<file path="config.mk">
export PLATFORM = sky130hd
export DESIGN_NAME = writeback_arbiter_flat
export DESIGN_NICKNAME = d
export VERILOG_FILES = /design/src/rtl/wb_pkg.sv /design/src/rtl/writeback_arbiter_if.sv /design/src/rtl/wb_fifo.sv /design/src/rtl/writeback_arbiter.sv /design/src/flat_wrapper.sv
export SDC_FILE = /design/constraint.sdc
export NUM_CORES = 1
export LEC_CHECK = 0
export ABC_AREA = 1
export CAP_MARGIN = 15
export CORE_UTILIZATION = 54
export DETAILED_ROUTE_END_ITERATION = 8
export PLACE_DENSITY = 0.78
export SYNTH_ARGS = -nofsm -noshare
export SYNTH_HDL_FRONTEND = slang
export SYNTH_SLANG_ARGS = --single-unit
export TNS_END_PERCENT = 100
</file>
<file path="constraint.sdc">
create_clock -name clk -period 3.7 [get_ports clk]
set_input_delay 0.74 -clock clk [delete_from_list [all_inputs] [get_ports clk]]
set_output_delay 0.74 -clock clk [all_outputs]
set_load 0.05 [all_outputs]
</file>
<file path="src/rtl/wb_pkg.sv">
// Shared types and defaults for the register-file writeback arbiter.
package wb_pkg;

  localparam int XLEN              = 32;
  localparam int REG_ADDR_W        = 5;
  localparam int WB_DEPTH_DEF      = 4;
  localparam int WB_STARVE_MAX_DEF = 8;

  // One pending writeback: destination register plus result value.
  typedef struct packed {
    logic [REG_ADDR_W-1:0] rd;
    logic [XLEN-1:0]       data;
  } wb_entry_t;

  // Arbitration state: normal ALU priority, or a single forced LSU slot.
  typedef enum logic {
    ALU_PRI   = 1'b0,
    LSU_FORCE = 1'b1
  } wb_arb_state_e;

  // x0 is hardwired to zero, so results aimed at it are consumed silently.
  function automatic logic wb_writes(input logic [REG_ADDR_W-1:0] rd);
    return (rd != '0);
  endfunction

endpackage

</file>
<file path="src/rtl/writeback_arbiter_if.sv">
// Bundle of the ALU/LSU result channels and the register-file write port.
interface writeback_arbiter_if #(
  parameter int XLEN  = wb_pkg::XLEN,
  parameter int DEPTH = wb_pkg::WB_DEPTH_DEF
);

  localparam int RA_W  = wb_pkg::REG_ADDR_W;
  localparam int CNT_W = $clog2(DEPTH) + 1;

  logic             alu_valid;
  logic             alu_ready;
  logic [RA_W-1:0]  alu_rd;
  logic [XLEN-1:0]  alu_data;

  logic             lsu_valid;
  logic             lsu_ready;
  logic [RA_W-1:0]  lsu_rd;
  logic [XLEN-1:0]  lsu_data;

  logic             write_enable;
  logic [RA_W-1:0]  write_reg;
  logic [XLEN-1:0]  write_data;

  logic [CNT_W-1:0] lsu_count;

  // Producer / register-file side.
  modport master (
    output alu_valid, alu_rd, alu_data,
    output lsu_valid, lsu_rd, lsu_data,
    input  alu_ready, lsu_ready,
    input  write_enable, write_reg, write_data, lsu_count
  );

  // Arbiter side.
  modport slave (
    input  alu_valid, alu_rd, alu_data,
    input  lsu_valid, lsu_rd, lsu_data,
    output alu_ready, lsu_ready,
    output write_enable, write_reg, write_data, lsu_count
  );

endinterface

</file>
<file path="src/rtl/wb_fifo.sv">
// Circular buffer holding load results until they win the write port.
// Push and pop requests are ignored when full / empty respectively.
module wb_fifo #(
  parameter int DEPTH = wb_pkg::WB_DEPTH_DEF,
  parameter int WIDTH = $bits(wb_pkg::wb_entry_t)
) (
  input  logic                   clk,
  input  logic                   rst_n,
  input  logic                   i_push,
  input  logic [WIDTH-1:0]       i_push_data,
  input  logic                   i_pop,
  output logic [WIDTH-1:0]       o_head,
  output logic [$clog2(DEPTH):0] o_count,
  output logic                   o_empty,
  output logic                   o_full
);

  localparam int PTR_W = $clog2(DEPTH);
  localparam int CNT_W = PTR_W + 1;
  localparam logic [PTR_W-1:0] PTR_ONE  = PTR_W'(1);
  localparam logic [CNT_W-1:0] CNT_ONE  = CNT_W'(1);
  localparam logic [CNT_W-1:0] CNT_FULL = CNT_W'(DEPTH);

  logic [WIDTH-1:0] r_mem [DEPTH];
  logic [PTR_W-1:0] r_wr_ptr;
  logic [PTR_W-1:0] r_rd_ptr;
  logic [CNT_W-1:0] r_count;

  logic w_push;
  logic w_pop;

  assign o_empty = (r_count == '0);
  assign o_full  = (r_count == CNT_FULL);
  assign w_push  = i_push && !o_full;
  assign w_pop   = i_pop  && !o_empty;
  assign o_head  = r_mem[r_rd_ptr];
  assign o_count = r_count;

  // Pointer and occupancy tracking; power-of-two depth gives natural wrap.
  always_ff @(posedge clk) begin
    if (!rst_n) begin
      r_wr_ptr <= '0;
      r_rd_ptr <= '0;
      r_count  <= '0;
    end else begin
      if (w_push) r_wr_ptr <= r_wr_ptr + PTR_ONE;
      if (w_pop)  r_rd_ptr <= r_rd_ptr + PTR_ONE;
      case ({w_push, w_pop})
        2'b10:   r_count <= r_count + CNT_ONE;
        2'b01:   r_count <= r_count - CNT_ONE;
        default: r_count <= r_count;
      endcase
    end
  end

  // Storage array; contents are don't-care until written, so no reset.
  always_ff @(posedge clk) begin
    if (w_push) r_mem[r_wr_ptr] <= i_push_data;
  end

endmodule

</file>
<file path="src/rtl/writeback_arbiter.sv">
// Single-port register-file writeback arbiter. ALU results pass straight
// through when they win; load results queue in a FIFO. The FIFO head wins
// when the FIFO is full or after the LSU has lost STARVE_MAX arbitrations
// in a row. The write port is registered (one cycle after grant).
module writeback_arbiter #(
  parameter int XLEN       = wb_pkg::XLEN,
  parameter int DEPTH      = wb_pkg::WB_DEPTH_DEF,
  parameter int STARVE_MAX = wb_pkg::WB_STARVE_MAX_DEF
) (
  input  logic                clk,
  input  logic                rst_n,
  writeback_arbiter_if.slave  bus
);

  import wb_pkg::*;

  localparam int ENTRY_W = REG_ADDR_W + XLEN;
  localparam int CNT_W   = $clog2(DEPTH) + 1;
  localparam int STV_W   = $clog2(STARVE_MAX + 1);
  localparam logic [STV_W-1:0] STV_ONE = STV_W'(1);
  localparam logic [STV_W-1:0] STV_MAX = STV_W'(STARVE_MAX);

  wb_arb_state_e     r_state;
  wb_arb_state_e     w_state_nxt;
  logic [STV_W-1:0]  r_starve;
  logic [STV_W-1:0]  w_starve_nxt;
  logic [STV_W-1:0]  w_starve_inc;

  logic              r_we;
  logic [REG_ADDR_W-1:0] r_wreg;
  logic [XLEN-1:0]   r_wdata;

  logic [ENTRY_W-1:0] w_alu_entry;
  logic [ENTRY_W-1:0] w_lsu_entry;
  logic [ENTRY_W-1:0] w_fifo_head;
  logic [ENTRY_W-1:0] w_grant_entry;
  logic [CNT_W-1:0]   w_fifo_count;
  logic               w_fifo_empty;
  logic               w_fifo_full;
  logic               w_push;
  logic               w_alu_slot;
  logic               w_grant_alu;
  logic               w_grant_fifo;
  logic               w_grant;

  assign w_alu_entry = {bus.alu_rd, bus.alu_data};
  assign w_lsu_entry = {bus.lsu_rd, bus.lsu_data};

  // Loads are accepted whenever there is room; a same-cycle pop does not
  // count as room because pushes never bypass the storage.
  assign bus.lsu_ready = rst_n && !w_fifo_full;
  assign w_push        = bus.lsu_valid && bus.lsu_ready;

  wb_fifo #(
    .DEPTH (DEPTH),
    .WIDTH (ENTRY_W)
  ) u_fifo (
    .clk         (clk),
    .rst_n       (rst_n),
    .i_push      (w_push),
    .i_push_data (w_lsu_entry),
    .i_pop       (w_grant_fifo),
    .o_head      (w_fifo_head),
    .o_count     (w_fifo_count),
    .o_empty     (w_fifo_empty),
    .o_full      (w_fifo_full)
  );

  // Grant selection: forced/full FIFO head first, then ALU, then FIFO head.
  // w_alu_slot marks cycles where a valid ALU result would be taken, so
  // alu_ready does not wait on alu_valid.
  always_comb begin
    w_alu_slot   = 1'b0;
    w_grant_alu  = 1'b0;
    w_grant_fifo = 1'b0;
    if (rst_n) begin
      if ((w_fifo_full || r_state == LSU_FORCE) && !w_fifo_empty) begin
        w_grant_fifo = 1'b1;
      end else begin
        w_alu_slot = 1'b1;
        if (bus.alu_valid)      w_grant_alu  = 1'b1;
        else if (!w_fifo_empty) w_grant_fifo = 1'b1;
      end
    end
  end

  assign bus.alu_ready = w_alu_slot;
  assign w_grant       = w_grant_alu || w_grant_fifo;
  assign w_grant_entry = w_grant_fifo ? w_fifo_head : w_alu_entry;
  assign w_starve_inc  = r_starve + STV_ONE;

  // Starvation tracking: count ALU wins over a waiting load; on reaching
  // the limit spend exactly one cycle draining the FIFO head.
  always_comb begin
    w_state_nxt  = r_state;
    w_starve_nxt = r_starve;
    case (r_state)
      ALU_PRI: begin
        if (w_grant_alu && !w_fifo_empty) begin
          w_starve_nxt = w_starve_inc;
          if (w_starve_inc == STV_MAX) w_state_nxt = LSU_FORCE;
        end else begin
          w_starve_nxt = '0;
        end
      end
      LSU_FORCE: begin
        w_state_nxt  = ALU_PRI;
        w_starve_nxt = '0;
      end
      default: begin
        w_state_nxt  = ALU_PRI;
        w_starve_nxt = '0;
      end
    endcase
  end

  // Arbitration state register.
  always_ff @(posedge clk) begin
    if (!rst_n) begin
      r_state  <= ALU_PRI;
      r_starve <= '0;
    end else begin
      r_state  <= w_state_nxt;
      r_starve <= w_starve_nxt;
    end
  end

  // Registered write port; address/data hold when nothing is granted.
  always_ff @(posedge clk) begin
    if (!rst_n) begin
      r_we    <= 1'b0;
      r_wreg  <= '0;
      r_wdata <= '0;
    end else begin
      r_we <= w_grant && wb_writes(w_grant_entry[ENTRY_W-1 -: REG_ADDR_W]);
      if (w_grant) begin
        r_wreg  <= w_grant_entry[ENTRY_W-1 -: REG_ADDR_W];
        r_wdata <= w_grant_entry[XLEN-1:0];
      end
    end
  end

  assign bus.write_enable = r_we;
  assign bus.write_reg    = r_wreg;
  assign bus.write_data   = r_wdata;
  assign bus.lsu_count    = w_fifo_count;

endmodule

</file>
<file path="src/flat_wrapper.sv">
// flat-port wrapper written by rule: the top's interface ports become plain ports
module writeback_arbiter_flat import wb_pkg::*;
#(
  parameter int XLEN       = wb_pkg::XLEN,
  parameter int DEPTH      = wb_pkg::WB_DEPTH_DEF,
  parameter int STARVE_MAX = wb_pkg::WB_STARVE_MAX_DEF
)
  (clk, rst_n, bus_alu_valid, bus_alu_rd, bus_alu_data, bus_lsu_valid, bus_lsu_rd, bus_lsu_data, bus_alu_ready, bus_lsu_ready, bus_write_enable, bus_write_reg, bus_write_data, bus_lsu_count);
  writeback_arbiter_if #(.XLEN(XLEN), .DEPTH(DEPTH)) bus_i ();
  input  logic clk;
  input  logic rst_n;
  input wire logic [$bits(bus_i.alu_valid)-1:0] bus_alu_valid;
  input wire logic [$bits(bus_i.alu_rd)-1:0] bus_alu_rd;
  input wire logic [$bits(bus_i.alu_data)-1:0] bus_alu_data;
  input wire logic [$bits(bus_i.lsu_valid)-1:0] bus_lsu_valid;
  input wire logic [$bits(bus_i.lsu_rd)-1:0] bus_lsu_rd;
  input wire logic [$bits(bus_i.lsu_data)-1:0] bus_lsu_data;
  output wire logic [$bits(bus_i.alu_ready)-1:0] bus_alu_ready;
  output wire logic [$bits(bus_i.lsu_ready)-1:0] bus_lsu_ready;
  output wire logic [$bits(bus_i.write_enable)-1:0] bus_write_enable;
  output wire logic [$bits(bus_i.write_reg)-1:0] bus_write_reg;
  output wire logic [$bits(bus_i.write_data)-1:0] bus_write_data;
  output wire logic [$bits(bus_i.lsu_count)-1:0] bus_lsu_count;
  assign bus_i.alu_valid = bus_alu_valid;
  assign bus_i.alu_rd = bus_alu_rd;
  assign bus_i.alu_data = bus_alu_data;
  assign bus_i.lsu_valid = bus_lsu_valid;
  assign bus_i.lsu_rd = bus_lsu_rd;
  assign bus_i.lsu_data = bus_lsu_data;
  assign bus_alu_ready = bus_i.alu_ready;
  assign bus_lsu_ready = bus_i.lsu_ready;
  assign bus_write_enable = bus_i.write_enable;
  assign bus_write_reg = bus_i.write_reg;
  assign bus_write_data = bus_i.write_data;
  assign bus_lsu_count = bus_i.lsu_count;
  writeback_arbiter #(.XLEN(XLEN), .DEPTH(DEPTH), .STARVE_MAX(STARVE_MAX)) u_core (.clk(clk), .rst_n(rst_n), .bus(bus_i));
endmodule
</file>
==> metrics.yaml <==
timing:
  timing.final.crit_share_pct: 74.4
  finalMaxSlewViolations: 0
  grt_setup_unrepaired: "no"
  tightestPinTransition_ps: 725
  worst_clock_skew_ps: 6.34
  min_period_ps: 2750
  maxSlewHeadroom_pct: 51.7
  max_freq_mhz: 363
  setup_violations: 0
  tns_ps: 0
  final-hold-violation-count: 0
yosys:
  synth.area.top_cells: "edfxtp_1 (56%), dfxtp_1 (13%), nor2_1 (6.8%), nand2_1 (6.6%), o21ai_0 (4.8%)"
  most_numerous_cell_types_in_the_synthesized_netlist: "edfxtp_1 (148), nor2_1 (144), nand2_1 (140)"
  yosys.area.top_type: "edfxtp_1"
  ys_seq_elements: 200
  netlist-cell-type-count: 25
  post-synth-top-area-fraction_pct: 55.6
  mappedNetlistArea_um2: 8000
  synth_warnings: 0
  leading_cell_type_by_number_of_instances_after_synthesis: "edfxtp_1"
  postSynth.topFlopCell: "edfxtp_1"
  synth_async_sr_flop_share_pct: 0
  postSynthCellCount: 746
  syn_avg_cell_area_um2: 10.7
  synth_edf_count: 148
  sequential_to_total_area_share_from_yosys_stat_pct: 68.6
  postSynthNetCount: 832
layout:
  number_of_diodes_added_for_antenna_fixing: 0
  layout.nets: 939
  largest_register_ffs: 148
  drive_gt1_share_pct: 6.47
  final_core_density_pct: 68.5
  finalInstanceArea_um2: 9910
  flow.area_growth_from_synthesis_pct: 24.0
  filler_cell_count: 1044
worst_setup_path:
  worst_r2r_path_depth: 7
  critPathLaunchType: "flip-flop"
  cp_class: "flip-flop to output port"
  worst-endpoint-required_ps: 2960
  worst-path-max-fanout: 5
  crit_start: "u_core.u_fifo.o_count[0]"
  r2r_start: "u_core.u_fifo.o_count[0]"
  worstPathArrival_ps: 2010
  cp-end-kind: "output port"
global_route:
  grt_use_total_pct: 24.5
  via_count_of_the_first_global_routing_pass: 5617
  antenna_found_initial: 0
  grt_start_max_net_pins: 75
  grt_pass1_wl_um: 27600
  grt_overflow_total: 0
clocking:
  ctsLongestPathBuffers: 2
  worst_setup_hold_path_clk_slew_ps: 70
  post_cts.repair.setup_buffers: 0
  htree_num_levels: 4
  cts_hold_buffers: 0
  cts.sink_count: 200
  post_cts.resized_instances: 0
  clk_latency_ps: 430
  cts-buffers-inserted: 17
  tritoncts_clock_tree: "done"
  cts_root_buffer: "clkbuf_16"
routing:
  vias_per_cell: 5.48
  via_count: 5756
  wire_per_inst_um: 16.9
  drt_iter0_drc: 548
  routed_antenna_nets: 0
  first_pass_iters: 5
  finalWirelength_um: 17700
  remaining_drc_errors: 0
die:
  io_pins: 121
  die_w_um: 124
  placement_rows: 44
  core_area_um2: 14500
  start_util_pct: 55.2
  design.die.area_um2: 15300
  die-height_um: 124
place:
  dpl-instance-area_um2: 9310
  place_congestion: 0.790
  dp_hpwl_um: 10400
  buffer_ports.inserted: 120
power:
  power.density_cell_area_nw_per_um2: 685
  leakage_nw: 3.67
  worst_ir_drop_vdd_v: 0.000379
run_status:
  outcome: "finished clean"
job:
  max_cap_viol_count: 0
min_path:
  startpoint_of_the_lowest_slack_hold_path: "u_core.u_fifo.r_rd_ptr[1]"
  holdPathStages: 2
  hp-class: "flip-flop to flip-flop"
## metrics by stage
step / setup slack, ps / hold slack, ps / cells / total power, mW
global route: 837 / 500 / 1050 / 7.12
finish: 948 / 461 / 1050 / 6.79
detailed placement: 762 / 455 / 1016 / 5.06
floorplan: 431 / 434 / 746 / 4.43
CTS: 933 / 464 / 1048 / 6.78
global placement: 866 / 443 / 1016 / 5.00
## cells in the final DEF, fill, tap and decap left out, types with 4 or more instances in the layout
| cell type | instances |
|---|---|
| dfxtp_1 | 51 |
| clkinvlp_4 | 4 |
| clkdlybuf4s50_1 | 119 |
| buf_12 | 4 |
| buf_4 | 6 |
| nand3_1 | 8 |
| o22ai_1 | 32 |
| clkinv_1 | 4 |
| a21oi_1 | 14 |
| inv_1 | 28 |
| nor2_4 | 5 |
| o21ai_0 | 76 |
| nand2_1 | 140 |
| clkbuf_16 | 17 |
| nor2_1 | 140 |
| edfxtp_1 | 148 |
| clkinv_2 | 4 |
| o21ai_1 | 39 |
| ha_1 | 7 |
## final timing paths
check	end	slack [ps]
worst max-delay path	bus_alu_ready	950
worst min-delay path	u_core.u_fifo.r_rd_ptr[1]	460
worst max register to register	u_core.u_fifo.r_mem[0][20]	1420
worst min register to register	u_core.u_fifo.r_rd_ptr[1]	460
## critical path, stage by stage (launching register included)
cell	delay [ps]
dfxtp_1	410
nor2_2	90
nand2_1	60
nand2_1	80
nor2_2	120
clkdlybuf4s50_1	810
## per-layer routing
| metal | track usage [%] | share of wire, % | vias up |
|---|---|---|---|
| li1 | - | - | 2757 |
| met1 | 30.7 | 42 | 2743 |
| met2 | 41.7 | 50 | 232 |
| met3 | 5.72 | 6.8 | 24 |
| met4 | 8.73 | 1.3 | 0 |
| met5 | 0 | 0 | - |
## power breakdown
part	internal, mW	switching [mW]
clock	0.954	0.778
combinational	0.718	1.57
sequential	2.64	0.123
total	4.31	2.48
## final cells by class
| type | instances | area (µm²) | area share, % |
|---|---|---|---|
| sequential | 200 | 5490 | 55.3 |
| multi-input combinational | 470 | 2160 | 21.8 |
| inverter | 33 | 126 | 1.27 |
| timing repair buffer | 131 | 1350 | 13.6 |
| tap | 184 | 230 | 2.32 |
| clock buffer | 19 | 453 | 4.57 |
| clock inverter | 13 | 105 | 1.06 |
## cell families after synthesis
family / share of synthesized area, %
XOR/XNOR: 0.219
AO/OA/AOI/OAI: 10.6
adder cells (fa/ha/maj): 1.35
AND/OR/NAND/NOR: 14.5
flip-flops: 68.6
buffers and inverters: 4.79
Note: power is estimated with default switching activity, not from simulation.
